==> config.mk <==
export PLATFORM = sky130hd
export DESIGN_NAME = bias_stream_ctrl
export DESIGN_NICKNAME = d
export VERILOG_FILES = /design/src/rtl/bias_stream_ctrl_pkg.sv /design/src/rtl/bias_skid_buf.sv /design/src/rtl/bias_stream_ctrl.sv
export SDC_FILE = /design/constraint.sdc
export NUM_CORES = 1
export LEC_CHECK = 0
export ABC_AREA = 1
export BUFFER_PORTS_ARGS = -buffer_cell sky130_fd_sc_hd__buf_2
export CAP_MARGIN = 20
export CORE_UTILIZATION = 55
export DETAILED_ROUTE_END_ITERATION = 10
export GPL_ROUTABILITY_DRIVEN = 0
export GPL_TIMING_DRIVEN = 0
export MAX_ROUTING_LAYER = met4
export PLACE_DENSITY = 0.84
export SYNTH_ARGS = -nofsm -noshare
export SYNTH_HDL_FRONTEND = slang
export SYNTH_SLANG_ARGS = --single-unit
==> constraint.sdc <==
create_clock -name ap_clk -period 2.8 [get_ports ap_clk]
set_clock_uncertainty 0.1 [all_clocks]
set_input_delay 0.14 -clock ap_clk [delete_from_list [all_inputs] [get_ports ap_clk]]
set_output_delay 0.14 -clock ap_clk [all_outputs]
set_load 0.01 [all_outputs]
==> src/rtl/bias_stream_ctrl_pkg.sv <==
// Shared types and constants for the bias ROM streamer.
package bias_stream_ctrl_pkg;

  typedef enum logic [1:0] {
    S_IDLE  = 2'd0,
    S_RUN   = 2'd1,
    S_DRAIN = 2'd2,
    S_DONE  = 2'd3
  } bias_state_e;

  localparam int BIAS_BUF_DEPTH = 2;
  localparam int BIAS_OCC_W     = $clog2(BIAS_BUF_DEPTH + 1);

endpackage

==> src/rtl/bias_skid_buf.sv <==
// Two-entry registered FIFO; head is always r_q0 so the stream data is a flop.
module bias_skid_buf
  import bias_stream_ctrl_pkg::*;
#(
  parameter int DW = 16
) (
  input  logic                  i_clk,
  input  logic                  i_rst,
  input  logic                  i_push,
  input  logic [DW-1:0]         i_push_data,
  input  logic                  i_pop,
  output logic [BIAS_OCC_W-1:0] o_occ,
  output logic [DW-1:0]         o_head
);

  logic [DW-1:0]         r_q0;
  logic [DW-1:0]         r_q1;
  logic [BIAS_OCC_W-1:0] r_occ;

  // pop is only ever asserted with r_occ>0 and push only with free space
  always_ff @(posedge i_clk or posedge i_rst) begin
    if (i_rst) begin
      r_q0  <= '0;
      r_q1  <= '0;
      r_occ <= '0;
    end else begin
      case ({i_push, i_pop})
        2'b10: begin
          if (r_occ == '0) r_q0 <= i_push_data;
          else             r_q1 <= i_push_data;
          r_occ <= r_occ + 1'b1;
        end
        2'b01: begin
          r_q0  <= r_q1;
          r_occ <= r_occ - 1'b1;
        end
        2'b11: begin
          if (r_occ == BIAS_OCC_W'(1)) begin
            r_q0 <= i_push_data;
          end else begin
            r_q0 <= r_q1;
            r_q1 <= i_push_data;
          end
        end
        default: ;
      endcase
    end
  end

  assign o_occ  = r_occ;
  assign o_head = r_q0;

endmodule

==> src/rtl/bias_stream_ctrl.sv <==
// Streams a registered bias ROM onto an ap_fifo output, REPEAT passes per start.
// Optional BIAS_CTRL_STATS_EN adds a saturating downstream-stall counter.
module bias_stream_ctrl
  import bias_stream_ctrl_pkg::*;
#(
  parameter int MEM_SIZE   = 16,
  parameter int DATA_WIDTH = 16,
  parameter int REPEAT     = 4,
  localparam int AW        = (MEM_SIZE > 1) ? $clog2(MEM_SIZE) : 1,
  localparam int RW        = $clog2(REPEAT + 1)
) (
  input  logic                  ap_clk,
  input  logic                  ap_rst,
  input  logic                  ap_start,
  output logic                  ap_done,
  output logic                  ap_idle,
  output logic                  ap_ready,
  output logic [AW-1:0]         bias_address,
  output logic                  bias_ce,
  input  logic [DATA_WIDTH-1:0] bias_q,
  output logic [DATA_WIDTH-1:0] output_V_din,
  input  logic                  output_V_full_n,
  output logic                  output_V_write
`ifdef BIAS_CTRL_STATS_EN
  ,
  output logic [31:0]           stall_cnt
`endif
);

  localparam int TOTAL = MEM_SIZE * REPEAT;
  localparam int CW    = $clog2(TOTAL + 1);

  bias_state_e           r_state;
  bias_state_e           w_next;
  logic [AW-1:0]         r_addr;
  logic [RW-1:0]         r_pass;
  logic [CW-1:0]         r_wr_cnt;
  logic                  r_inflight;
  logic [BIAS_OCC_W-1:0] w_occ;
  logic [DATA_WIDTH-1:0] w_head;
  logic                  w_pop;
  logic                  w_credit;
  logic                  w_issue;
  logic                  w_addr_wrap;
  logic                  w_last_issue;
  logic                  w_start;

  assign w_start      = (r_state == S_IDLE) && ap_start;
  assign w_pop        = (w_occ != '0) && output_V_full_n;
  // a read may only issue if its data is guaranteed a slot on arrival
  assign w_credit     = (3'(w_occ) + 3'(r_inflight)) < (3'd2 + 3'(w_pop));
  assign w_issue      = (r_state == S_RUN) && w_credit;
  assign w_addr_wrap  = (r_addr == AW'(MEM_SIZE - 1));
  assign w_last_issue = w_issue && w_addr_wrap && (r_pass == RW'(REPEAT - 1));

  always_comb begin
    w_next = r_state;
    case (r_state)
      S_IDLE:  if (ap_start) w_next = S_RUN;
      S_RUN:   if (w_last_issue) w_next = S_DRAIN;
      S_DRAIN: if (w_pop && (r_wr_cnt == CW'(TOTAL - 1))) w_next = S_DONE;
      S_DONE:  w_next = S_IDLE;
      default: w_next = S_IDLE;
    endcase
  end

  always_ff @(posedge ap_clk or posedge ap_rst) begin
    if (ap_rst) begin
      r_state    <= S_IDLE;
      r_addr     <= '0;
      r_pass     <= '0;
      r_wr_cnt   <= '0;
      r_inflight <= 1'b0;
    end else begin
      r_state    <= w_next;
      r_inflight <= w_issue;
      if (w_start) begin
        r_addr   <= '0;
        r_pass   <= '0;
        r_wr_cnt <= '0;
      end else begin
        if (w_issue) begin
          if (w_addr_wrap) begin
            r_addr <= '0;
            r_pass <= r_pass + 1'b1;
          end else begin
            r_addr <= r_addr + 1'b1;
          end
        end
        if (w_pop) r_wr_cnt <= r_wr_cnt + 1'b1;
      end
    end
  end

  bias_skid_buf #(.DW(DATA_WIDTH)) u_buf (
    .i_clk       (ap_clk),
    .i_rst       (ap_rst),
    .i_push      (r_inflight),
    .i_push_data (bias_q),
    .i_pop       (w_pop),
    .o_occ       (w_occ),
    .o_head      (w_head)
  );

`ifdef BIAS_CTRL_STATS_EN
  logic [31:0] r_stall_cnt;

  always_ff @(posedge ap_clk or posedge ap_rst) begin
    if (ap_rst) begin
      r_stall_cnt <= '0;
    end else if (w_start) begin
      r_stall_cnt <= '0;
    end else if ((w_occ != '0) && !output_V_full_n && (r_stall_cnt != '1)) begin
      r_stall_cnt <= r_stall_cnt + 1'b1;
    end
  end

  assign stall_cnt = r_stall_cnt;
`endif

  assign ap_idle        = (r_state == S_IDLE);
  assign ap_done        = (r_state == S_DONE);
  assign ap_ready       = ap_done;
  assign bias_ce        = w_issue;
  assign bias_address   = r_addr;
  assign output_V_write = w_pop;
  assign output_V_din   = w_head;

endmodule

==> results by group <==
Clock tree
  – Clk sinks: 51
  – Root buf cell: clkbuf_8
  – H-tree Lvls: 2
  – Worst-skew pair later-pin latency: 310 ps
  – Setup bufs post-CTS: 0
  – CTS tree: yes
  – Total CTS buffers: 5
  – Worst-path clk slew: approximately 90 ps
  – Longest Clk Path Bufs: 2

Status
  – Status: finished with violations
  – Failing checks: DRC

Yosys
  – Synth cell count leaders: 51 x dfrtp_1, 41 x o21ai_0, 40 x nand2_1
  – #FFs+latches synth: 51
  – Synth top area share: 49.4%
  – Dominant synthesized flop cell: dfrtp_1
  – Most numerous cell in the Yosys netlist: dfrtp_1
  – Top cells by area, synth: dfrtp_1 49%, o21ai_0 7.9%, ha_1 7.3%
  – Mean Syn Cell Area: 8.87 µm²
  – Sequential area share after synthesis: slightly below 50%
  – Yosys warning count: 0
  – Yosys top cell by area: dfrtp_1
  – Mapped Cells: 291
  – Mapped Nets: 326
  – Post-synth EDFFs: 0
  – Mapped cell area: between 0.002 and 0.003 mm²
  – Count of cell types in the netlist: 34
  – Post-synthesis async set-or-reset flop share: 100%

Worst setup path
  – Critical-path cell list: inv_1, ha_1, inv_2, nand2_4, clkinv_2, ha_1, o211ai_2, clkbuf_1, o21ai_0
  – R2r endpoint: u_buf.r_q1[7]$_DFFE_PP0P_
  – Critical path's top delay family: buffers and inverters
  – CP Class: flip-flop to flip-flop
  – Reg-to-Reg Start: u_buf.o_occ[0]$_DFFE_PP0P_
  – Crit path buf inv count: 4
  – Startpoint class of the critical path: flip-flop
  – Critical path's largest stage delay: 430 ps
  – Worst reg-to-reg setup slack: 520 ps
  – Slowest stage cell on the critical path: dfrtp_1
  – CP most frequent cell: ha_1
  – CP max FO: 10
  – CP required: 2870 ps
  – Critical Path Sink Type: flip-flop
  – Crit path DAT: 2350 ps
  – Cells on worst reg2reg path: 9

GRT
  – Antenna violations before repair: 0
  – Vias in the first global route: 2178
  – Met2 usage: 42.7%
  – GRT overflow: 0
  – Global-route wire length before repair: 9780 µm
  – Pin count of the biggest net entering global routing: 30
  – Grt met3 use: 4.04%
  – Global routing met1 resource utilization: 32.8%
  – Most Crowded Layer GR: met2
  – All-Layer GR Usage: approximately a quarter

Routing
  – Post-DR wirelength/cell: 14.1 µm
  – Post-detailed-route count of antenna-violating nets: 0
  – Detailed Route WL: 5770 µm
  – Iteration-0 DRC Markers: between 150 and 200
  – Residual DRC: 6
  – Total number of vias: 2293
  – Drt via density: 5.61
  – TritonRoute pass-1 iters: 7

Die
  – Die ar.: 0.00497 mm²
  – I/O pin cnt: 45
  – Die height: 70.5 µm
  – Core area: ~0.0044 mm²
  – Row cnt: 24
  – DIE WIDTH: approximately 71 µm
  – Initial core utilization: 58.1%

Flow run
  – Max cap viols: 0

Finish
  – Nets@finish: 391
  – Core Util, Final: 70.9%
  – Layout cell share with drive strength beyond 1: 22.4%
  – Fill count: 344
  – Area of the multi-input gates: around 0.0011 mm²
  – Diode count: 0
  – Syn-to-layout area delta: 22.0%
  – Non-Filler Instances: between 400 and 500
  – Register Area: 0.00128 mm²
  – Final instance area: 0.00315 mm²

Timing
  – Fin crit period: between 2000 and 2500 ps
  – Hold Slack: 3.04 ps
  – Worst slew pin tran: 507 ps
  – Max-slew headroom: 66.1%
  – Final Max Slew Viols: 0
  – FMAX: 438 MHz
  – Worst Slack Setup Final: 517 ps
  – Final hold violation count: 0
  – # setup viols final: 0
  – Setup TNS: 0 ps
  – Unrepaired setup endpoints after global routing: no
  – Part of the cycle the worst path needs: a little over 80%

Power and ir drop
  – NetSw: between 1 and 1.5 mW
  – Logic pwr share: 43.8%
  – Leakage Power: 1.57 nW
  – Clk pwr share: a little under a fifth
  – Sequential share of power: 37.9%
  – Total power: approximately 3.3 mW
  – Internal Power: about 2.0 mW
  – Sw Share: 39.4%
  – Max IR drop VDD: approximately 0.45 mV
  – Power Dens Cells: 1030 mW/mm²

Place
  – Placed cells: 388
  – IO Port Bufs: between 40 and 50
  – Dpl hpwl: a little under 4000 µm
  – Pre-CTS WS: 549 ps
  – Placed cell area: 0.00289 mm²

Hold path
  – Worst hold start: bias_q[13]
  – Hold endpoint: u_buf.o_head[13]$_DFFE_PP0P_
  – Hold Path Stages: 3
  – Hold WC Path Type: input port to flip-flop
## final cells by class
type,instances,area share [%]
timing repair buffer,58,11.8
clock buffer,6,2.30
buffer,13,2.74
clock inverter,2,1.91
sequential,51,40.5
tap,52,2.07
multi-input combinational,192,34.5
inverter,35,4.21
## layout by cell type (no fill, tap or decap), drive strengths merged
cell type and n:
inv 34, xnor2 2, dlygate4sd3 13, o21a 1, clkinv 1, a21oi 9
nand2 43, dfrtp 51, o22ai 1, or2 2, nand4 2, nor2 26
ha 15, a31oi 16, o21ai 53, and3 1, nor3 2, o211ai 1
buf 54, nand3 15, mux2 2, clkbuf 10, bufinv 2, o31ai 1
## metal layers
layer / routed length [µm] / vias to the layer above
li1: - / 1105
met1: 2560 / 1110
met2: 2800 / 67
met3: 311 / 11
met4: 95 / 0
met5: 0 / -
## registers in the layout, indices dropped and copies added (netlist names)
name,count
u_buf.r_q1,16
r_wr_cnt,7
u_buf.o_occ,2
r_pass,3
u_buf.o_head,16
bias_address,4
r_inflight,1
r_state,2
## worst max path at each step
stage,startpoint,to,slack (ps),cells after the start
CTS,u_buf.o_occ[0]$_DFFE_PP0P_,u_buf.r_q1[5]$_DFFE_PP0P_,510,9
global placement,u_buf.o_occ[0]$_DFFE_PP0P_,u_buf.r_q1[6]$_DFFE_PP0P_,580,9
finish,u_buf.o_occ[0]$_DFFE_PP0P_,u_buf.r_q1[7]$_DFFE_PP0P_,520,9
floorplan,u_buf.o_occ[0]$_DFFE_PP0P_,u_buf.r_q1[14]$_DFFE_PP0P_,750,9
global route,u_buf.o_occ[0]$_DFFE_PP0P_,u_buf.r_q1[7]$_DFFE_PP0P_,380,9
detailed placement,u_buf.o_occ[0]$_DFFE_PP0P_,u_buf.r_q1[5]$_DFFE_PP0P_,550,9
## cell families after synthesis
group                    Yosys count  synth area share, %
AO/OA/AOI/OAI                     82                 17.5
XOR/XNOR                           2                0.678
adder cells (fa/ha/maj)           15                 7.27
buffers and inverters             48                 8.48
flip-flops                        51                 49.4
multiplexers                       2                0.872
AND/OR/NAND/NOR                   91                 15.8
## power by group through the flow
stage	logic [mW]	clock network [mW]	registers (mW)
finish	1.42	0.598	1.23
global route	1.60	0.632	1.27
CTS	1.42	0.606	1.23
detailed placement	1.40	0	1.24
global placement	1.33	0	1.23
floorplan	0.923	0	1.27
## worst register-to-register path, cell delays in order, from the launching register on
cell and delay, ps:
dfrtp_1 430, inv_1 70, ha_1 180, inv_2 70, nand2_4 110, clkinv_2 120, ha_1 270, o211ai_2 250
clkbuf_1 370, o21ai_0 170
## repair_timing
action / in CTS / in global routing
resized for setup: 0 / 0
setup endpoints to repair: 0 / 0
endpoints found under the hold margin: 35 / 0
hold buffers: 13 / 0
No activity file was read; power rests on OpenSTA's default activity.
